`src/rtl/count_sched_if.sv`:
```
// count_sched_if: request/grant bus between client blocks and the shared run counter.
interface count_sched_if #(
  parameter int N_REQ = 4,
  parameter int WIDTH = 8
) ();
  localparam int IW = $clog2(N_REQ);
  logic [N_REQ-1:0] req;
  logic             hold;
  logic [N_REQ-1:0] grant;
  logic [WIDTH-1:0] cnt;
  logic             reached;
  logic             done;
  logic             abort;
  logic [IW-1:0]    owner_id;
  logic             busy;
  modport master (
    output req, hold,
    input  grant, cnt, reached, done, abort, owner_id, busy
  );
  modport slave (
    input  req, hold,
    output grant, cnt, reached, done, abort, owner_id, busy
  );
endinterface

```
`src/rtl/count_sched.sv`:
```
// count_sched: round-robin arbiter lending one 0..MAX_VAL run counter to N_REQ requesters.
module count_sched #(
  parameter int N_REQ   = 4,
  parameter int WIDTH   = 8,
  parameter int MAX_VAL = 8
) (
  input logic          clk,
  input logic          rst,
  count_sched_if.slave bus
);
  localparam int IW = $clog2(N_REQ);
  localparam logic [WIDTH-1:0] MAXV = WIDTH'(MAX_VAL);
  typedef enum logic [1:0] {IDLE, RUN, FIN} state_e;
  state_e           state_q, state_d;
  logic [WIDTH-1:0] cnt_q, cnt_d;
  logic [N_REQ-1:0] grant_q, grant_d;
  logic [IW-1:0]    owner_q, owner_d, ptr_q, ptr_d, win, win_nxt;
  logic             done_q, done_d, abort_q, abort_d;
  // Descending scan so the bit closest to ptr (smallest wrapped offset) is assigned last.
  function automatic logic [IW-1:0] rr_pick(input logic [N_REQ-1:0] r, input logic [IW-1:0] p);
    logic [IW-1:0] w;
    int s;
    w = p;
    for (int i = N_REQ - 1; i >= 0; i--) begin
      s = int'(p) + i;
      s = (s >= N_REQ) ? s - N_REQ : s;
      w = r[s] ? IW'(s) : w;
    end
    return w;
  endfunction
  always_comb begin
    win     = rr_pick(bus.req, ptr_q);
    win_nxt = (int'(win) == N_REQ - 1) ? '0 : win + IW'(1);
  end
  always_comb begin
    state_d = state_q;
    cnt_d   = cnt_q;
    grant_d = grant_q;
    owner_d = owner_q;
    ptr_d   = ptr_q;
    done_d  = 1'b0;
    abort_d = 1'b0;
    unique case (state_q)
      IDLE: begin
        cnt_d   = '0;
        grant_d = '0;
        if (|bus.req) begin
          state_d = RUN;
          grant_d = N_REQ'(1) << win;
          owner_d = win;
          ptr_d   = win_nxt;
        end
      end
      RUN: begin
        if (!bus.req[owner_q]) begin
          state_d = IDLE;
          grant_d = '0;
          cnt_d   = '0;
          abort_d = 1'b1;
        end else if (bus.hold) begin
          cnt_d = cnt_q;
        end else if (cnt_q == MAXV) begin
          state_d = FIN;
          grant_d = '0;
          cnt_d   = '0;
          done_d  = 1'b1;
        end else begin
          cnt_d = cnt_q + WIDTH'(1);
        end
      end
      FIN: state_d = IDLE;
      default: begin
        state_d = IDLE;
        grant_d = '0;
        cnt_d   = '0;
      end
    endcase
  end
  always_ff @(posedge clk or posedge rst) begin
    if (rst) begin
      state_q <= IDLE;
      cnt_q   <= '0;
      grant_q <= '0;
      owner_q <= '0;
      ptr_q   <= '0;
      done_q  <= 1'b0;
      abort_q <= 1'b0;
    end else begin
      state_q <= state_d;
      cnt_q   <= cnt_d;
      grant_q <= grant_d;
      owner_q <= owner_d;
      ptr_q   <= ptr_d;
      done_q  <= done_d;
      abort_q <= abort_d;
    end
  end
  assign bus.grant    = grant_q;
  assign bus.cnt      = cnt_q;
  assign bus.done     = done_q;
  assign bus.abort    = abort_q;
  assign bus.owner_id = owner_q;
  assign bus.busy     = (state_q == RUN);
  assign bus.reached  = (state_q == RUN) && (cnt_q == MAXV);
  a_grant_onehot: assert property (@(posedge clk) disable iff (rst) $onehot0(grant_q));
  a_done_abort:   assert property (@(posedge clk) disable iff (rst) !(done_q && abort_q));
  a_cnt_range:    assert property (@(posedge clk) disable iff (rst) cnt_q <= MAXV);
endmodule

```
`src/flat_wrapper.sv`:
```
// flat-port wrapper written by rule: the top's interface ports become plain ports
module count_sched_flat 
#(
  parameter int N_REQ   = 4,
  parameter int WIDTH   = 8,
  parameter int MAX_VAL = 8
)
  (clk, rst, bus_req, bus_hold, bus_grant, bus_cnt, bus_reached, bus_done, bus_abort, bus_owner_id, bus_busy);
  count_sched_if #(.N_REQ(N_REQ), .WIDTH(WIDTH)) bus_i ();
  input logic clk;
  input logic rst;
  input wire logic [$bits(bus_i.req)-1:0] bus_req;
  input wire logic [$bits(bus_i.hold)-1:0] bus_hold;
  output wire logic [$bits(bus_i.grant)-1:0] bus_grant;
  output wire logic [$bits(bus_i.cnt)-1:0] bus_cnt;
  output wire logic [$bits(bus_i.reached)-1:0] bus_reached;
  output wire logic [$bits(bus_i.done)-1:0] bus_done;
  output wire logic [$bits(bus_i.abort)-1:0] bus_abort;
  output wire logic [$bits(bus_i.owner_id)-1:0] bus_owner_id;
  output wire logic [$bits(bus_i.busy)-1:0] bus_busy;
  assign bus_i.req = bus_req;
  assign bus_i.hold = bus_hold;
  assign bus_grant = bus_i.grant;
  assign bus_cnt = bus_i.cnt;
  assign bus_reached = bus_i.reached;
  assign bus_done = bus_i.done;
  assign bus_abort = bus_i.abort;
  assign bus_owner_id = bus_i.owner_id;
  assign bus_busy = bus_i.busy;
  count_sched #(.N_REQ(N_REQ), .WIDTH(WIDTH), .MAX_VAL(MAX_VAL)) u_core (.clk(clk), .rst(rst), .bus(bus_i));
endmodule
```
`config.mk`:
```
export PLATFORM = sky130hd
export DESIGN_NAME = count_sched_flat
export DESIGN_NICKNAME = d
export VERILOG_FILES = /design/src/rtl/count_sched_if.sv /design/src/rtl/count_sched.sv /design/src/flat_wrapper.sv
export SDC_FILE = /design/constraint.sdc
export NUM_CORES = 1
export LEC_CHECK = 0
export CAP_MARGIN = 40
export CORE_MARGIN = 8
export CORE_UTILIZATION = 49
export CTS_CLUSTER_DIAMETER = 200
export CTS_CLUSTER_SIZE = 30
export DETAILED_ROUTE_END_ITERATION = 10
export PLACE_DENSITY = 0.78
export SETUP_SLACK_MARGIN = 0.02
export SLEW_MARGIN = 20
export SYNTH_ARGS = -nofsm -noshare
export SYNTH_HDL_FRONTEND = slang
export SYNTH_SLANG_ARGS = --single-unit
```
`constraint.sdc`:
```
create_clock -name clk -period 2.25 [get_ports clk]
set_input_delay 0.45 -clock clk [delete_from_list [all_inputs] [get_ports clk]]
set_output_delay 0.45 -clock clk [all_outputs]
set_load 0.05 [all_outputs]
```
==> impl_metrics.tcl <==
set metrics [dict create \
    cpPeakStageDelay_ns 0.47 \
    rows 17 \
    final_common_cell "clkdlybuf4s50_1" \
    yosys.cell_types.count 36 \
    cts_setup_buffers 0 \
    path_max_fanout 7 \
    fin_tns_setup_ns 0 \
    avgRoutedWirePerCell_um 14.60 \
    crit_type "register to output port" \
    post_cts_resized 0 \
    layout_min_cycle_time_ns 2.128 \
    areaGrowthSynthToFinish_pct 36.74 \
    track_usage_pct 13.72 \
    slew_headroom_pct 65.96 \
    vdd_ir_drop_max_mv 1.088 \
    seqPwrFrac_pct 30.1 \
    whs_ns 0.4601 \
    ctsHoldBuffers 0 \
    routed_wl_um 2731 \
    core-area_um2 2191 \
    root_buffer "clkbuf_4" \
    p_comb_share_pct 54.2 \
    start_util_pct 51.46 \
    die_h_um 63.97 \
    syn_inst 122 \
    syn-cell-area_um2 1127 \
    critPathRequiredTime_ns 1.80 \
    leakage_nw 0.6408 \
    swShare_pct 45.28 \
    intPower_mw 1.033 \
    grt_pass1_vias 1064 \
    final_max_slew_viol_count 0 \
    r2r_start "u_core.bus.cnt[0]" \
    grt_max_degree 21 \
    rsz0062_at_grt "false" \
    crit_end "bus_reached" \
    worstPathArrival_ns 1.68 \
    fmax_mhz 469.8 \
    dp_hpwl_um 2047 \
    numCtsBuffers 3 \
    setup_slack_ns 0.1216 \
    crit_chain "inv_1 -> ha_1 -> nor4b_2 -> nand2_1 -> nor2_2 -> buf_12" \
    multi_input_area_um2 585.6 \
    p_sw_mw 0.8551 \
    ys_ff_latch 20 \
    layout_common_cells "clkdlybuf4s50_1, dfrtp_1, nand2_1" \
    finalSetupViolations 0 \
    fill_cells 168 \
    tightest_slew_ns 0.5089 \
    chipWidth_um 63.97 \
    crit_path_top_delay_cell "dfrtp_1" \
    ys_seq_area_share_pct 44.40 \
    dieArea_um2 4092 \
    yosysTopAreaCell "dfrtp_1" \
    ff2ff_setup_slack_ns 0.49 \
    placed_area_um2 1483 \
    drv_cap 0 \
    clock-skew-final_ns 0.004759 \
    clockPowerShare_pct 15.6 \
    r2r_cells 7 \
    final_cell_area_um2 1541 \
    status "complete, no violations" \
    grt-ovfl-total 0 \
    synth.top_cell.area_share_pct 44.40 \
    drive_gt1_share_pct 15.09 \
    yosysWarnings 0 \
    hold_violations 0 \
    syn_avg_cell_area_um2 9.240 \
    finalCritPeriodShare_pct 94.59 \
    drc_errors 0 \
    avgViaCountPerCell 5.727 \
    hold_path.class "input pin to asynchronous set/reset pin" \
    crit_start "u_core.bus.cnt[0]" \
    route.vias.total 1071 \
    nets 170 \
    cts.clk_slew.worst_paths_ns 0.12 \
    utilization_pct 70.36 \
    synthTopCellsByArea "dfrtp_1, nand2_1, a21oi_1, inv_1, ha_1" \
    final-seq-area_um2 500.5 \
    critPathCaptureType "output port" \
    portBuffers 24 \
    dr.pass1.iters 4 \
    h-tree-depth 1 \
    clock_path_buffers 2 \
    grt_pass1_wl_um 4623 \
    ant_nets 0 \
    gp_congestion 0.9656 \
    io_pins 25 \
    diodes 0 \
    pre_cts_ws_ns 0.001674 \
    p_per_area_nw_per_um2 1225 \
    cp-start-kind "register" \
    syn_nets 132 \
    rr_endpoint "u_core.bus.grant[0]" \
    cts.sinks 20 \
    drt-initial-drc-count 27 \
    insertion_delay_ns 0.30 \
    antenna_found_initial 0 \
    tritoncts "done" \
]
-- power groups by stage --
| stage | logic [mW] | registers [mW] | clock network, mW |
|---|---|---|---|
| floorplan | 0.424 | 0.803 | 0 |
| detailed placement | 1.01 | 0.577 | 0 |
| global route | 1.11 | 0.589 | 0.313 |
| global placement | 0.997 | 0.572 | 0 |
| finish | 1.02 | 0.569 | 0.295 |
| CTS | 1.02 | 0.569 | 0.303 |
-- layout make-up --
cell class | instances | share of cell area, %
Multi-Input combinational cell | 89 | 37.99
Sequential cell | 20 | 32.47
Tap cell | 28 | 2.273
Timing Repair Buffer | 34 | 20.94
Clock buffer | 3 | 1.461
Clock inverter | 1 | 1.948
Inverter | 12 | 2.922
-- critical path: cells and delay by family, from the launching register on --
family / cells / cell delay (ns)
and+or+nand+nor: 3 / 0.52
DFF: 1 / 0.47
buffers and inverters: 2 / 0.23
adders and majority gates: 1 / 0.14
-- sequential cells by signal, indices dropped and copies added (netlist names) --
signal               count
u_core.bus.cnt           8
u_core.state_q           2
u_core.ptr_q             2
u_core.bus.abort         1
u_core.bus.grant         4
u_core.bus.owner_id      2
u_core.bus.done          1
-- synthesized netlist by cell type --
cell and n:
o31ai_1 4, a21oi_2 1, a21o_1 1, o22ai_1 2, o21ai_1 4, a211oi_1 1
mux2i_2 2, nor4b_1 1, o21ai_0 5, nor2b_1 6, or3_1 2, nand2b_1 2
buf_2 1, nor2_1 4, nor3_1 1, nand4bb_1 1, inv_1 11, o221ai_2 1
ha_1 3, a211o_1 2, nand2_1 16, a21oi_1 10, dfrtp_1 20, o221ai_1 1
o41ai_1 1, o2bb2ai_1 1, o22ai_2 1, or4_1 5, and3b_1 1, nand4b_1 1
nand3b_1 3, or2b_1 1, nor3b_1 1, inv_2 1, or3b_1 1, nand3_1 3
-- worst min path at each step --
stage | startpoint | end | slack [ns] | cells past startpoint
2_1_floorplan | rst | u_core.bus.abort | 0.41 | 1
3_3_place_gp | u_core.bus.grant[2] | u_core.bus.grant[2] | 0.51 | 2
3_5_place_dp | u_core.bus.grant[2] | u_core.bus.grant[2] | 0.52 | 2
4_1_cts | rst | u_core.bus.cnt[4] | 0.46 | 3
5_1_grt | rst | u_core.bus.grant[3] | 0.49 | 3
6_report | rst | u_core.bus.cnt[4] | 0.46 | 3
-- cell families (layout without fill, tap and decap cells) --
logic type	Yosys count	after routing	synth area share [%]
muxes	2	2	2.442
DFF	20	20	44.40
adders and majority gates	3	3	3.330
AOI/OAI and AO/OA	35	35	20.64
and+or+nand+nor	49	49	24.75
buffers and inverters	13	50	4.439
-- stage by stage --
stage | instances | power [mW]
2_1_floorplan | 122 | 1.227
3_3_place_gp | 183 | 1.569
3_5_place_dp | 183 | 1.592
4_1_cts | 187 | 1.896
5_1_grt | 187 | 2.010
6_report | 187 | 1.888
-- metal layers --
layer | vias up | part of all wire, % | track usage [%]
li1 | 519 | - | -
met1 | 517 | 42 | 15.95
met2 | 31 | 48 | 22.08
met3 | 4 | 8.2 | 4.878
met4 | 0 | 1.8 | 6.407
met5 | - | 0 | 0
Note: power is estimated with default switching activity, not from simulation.
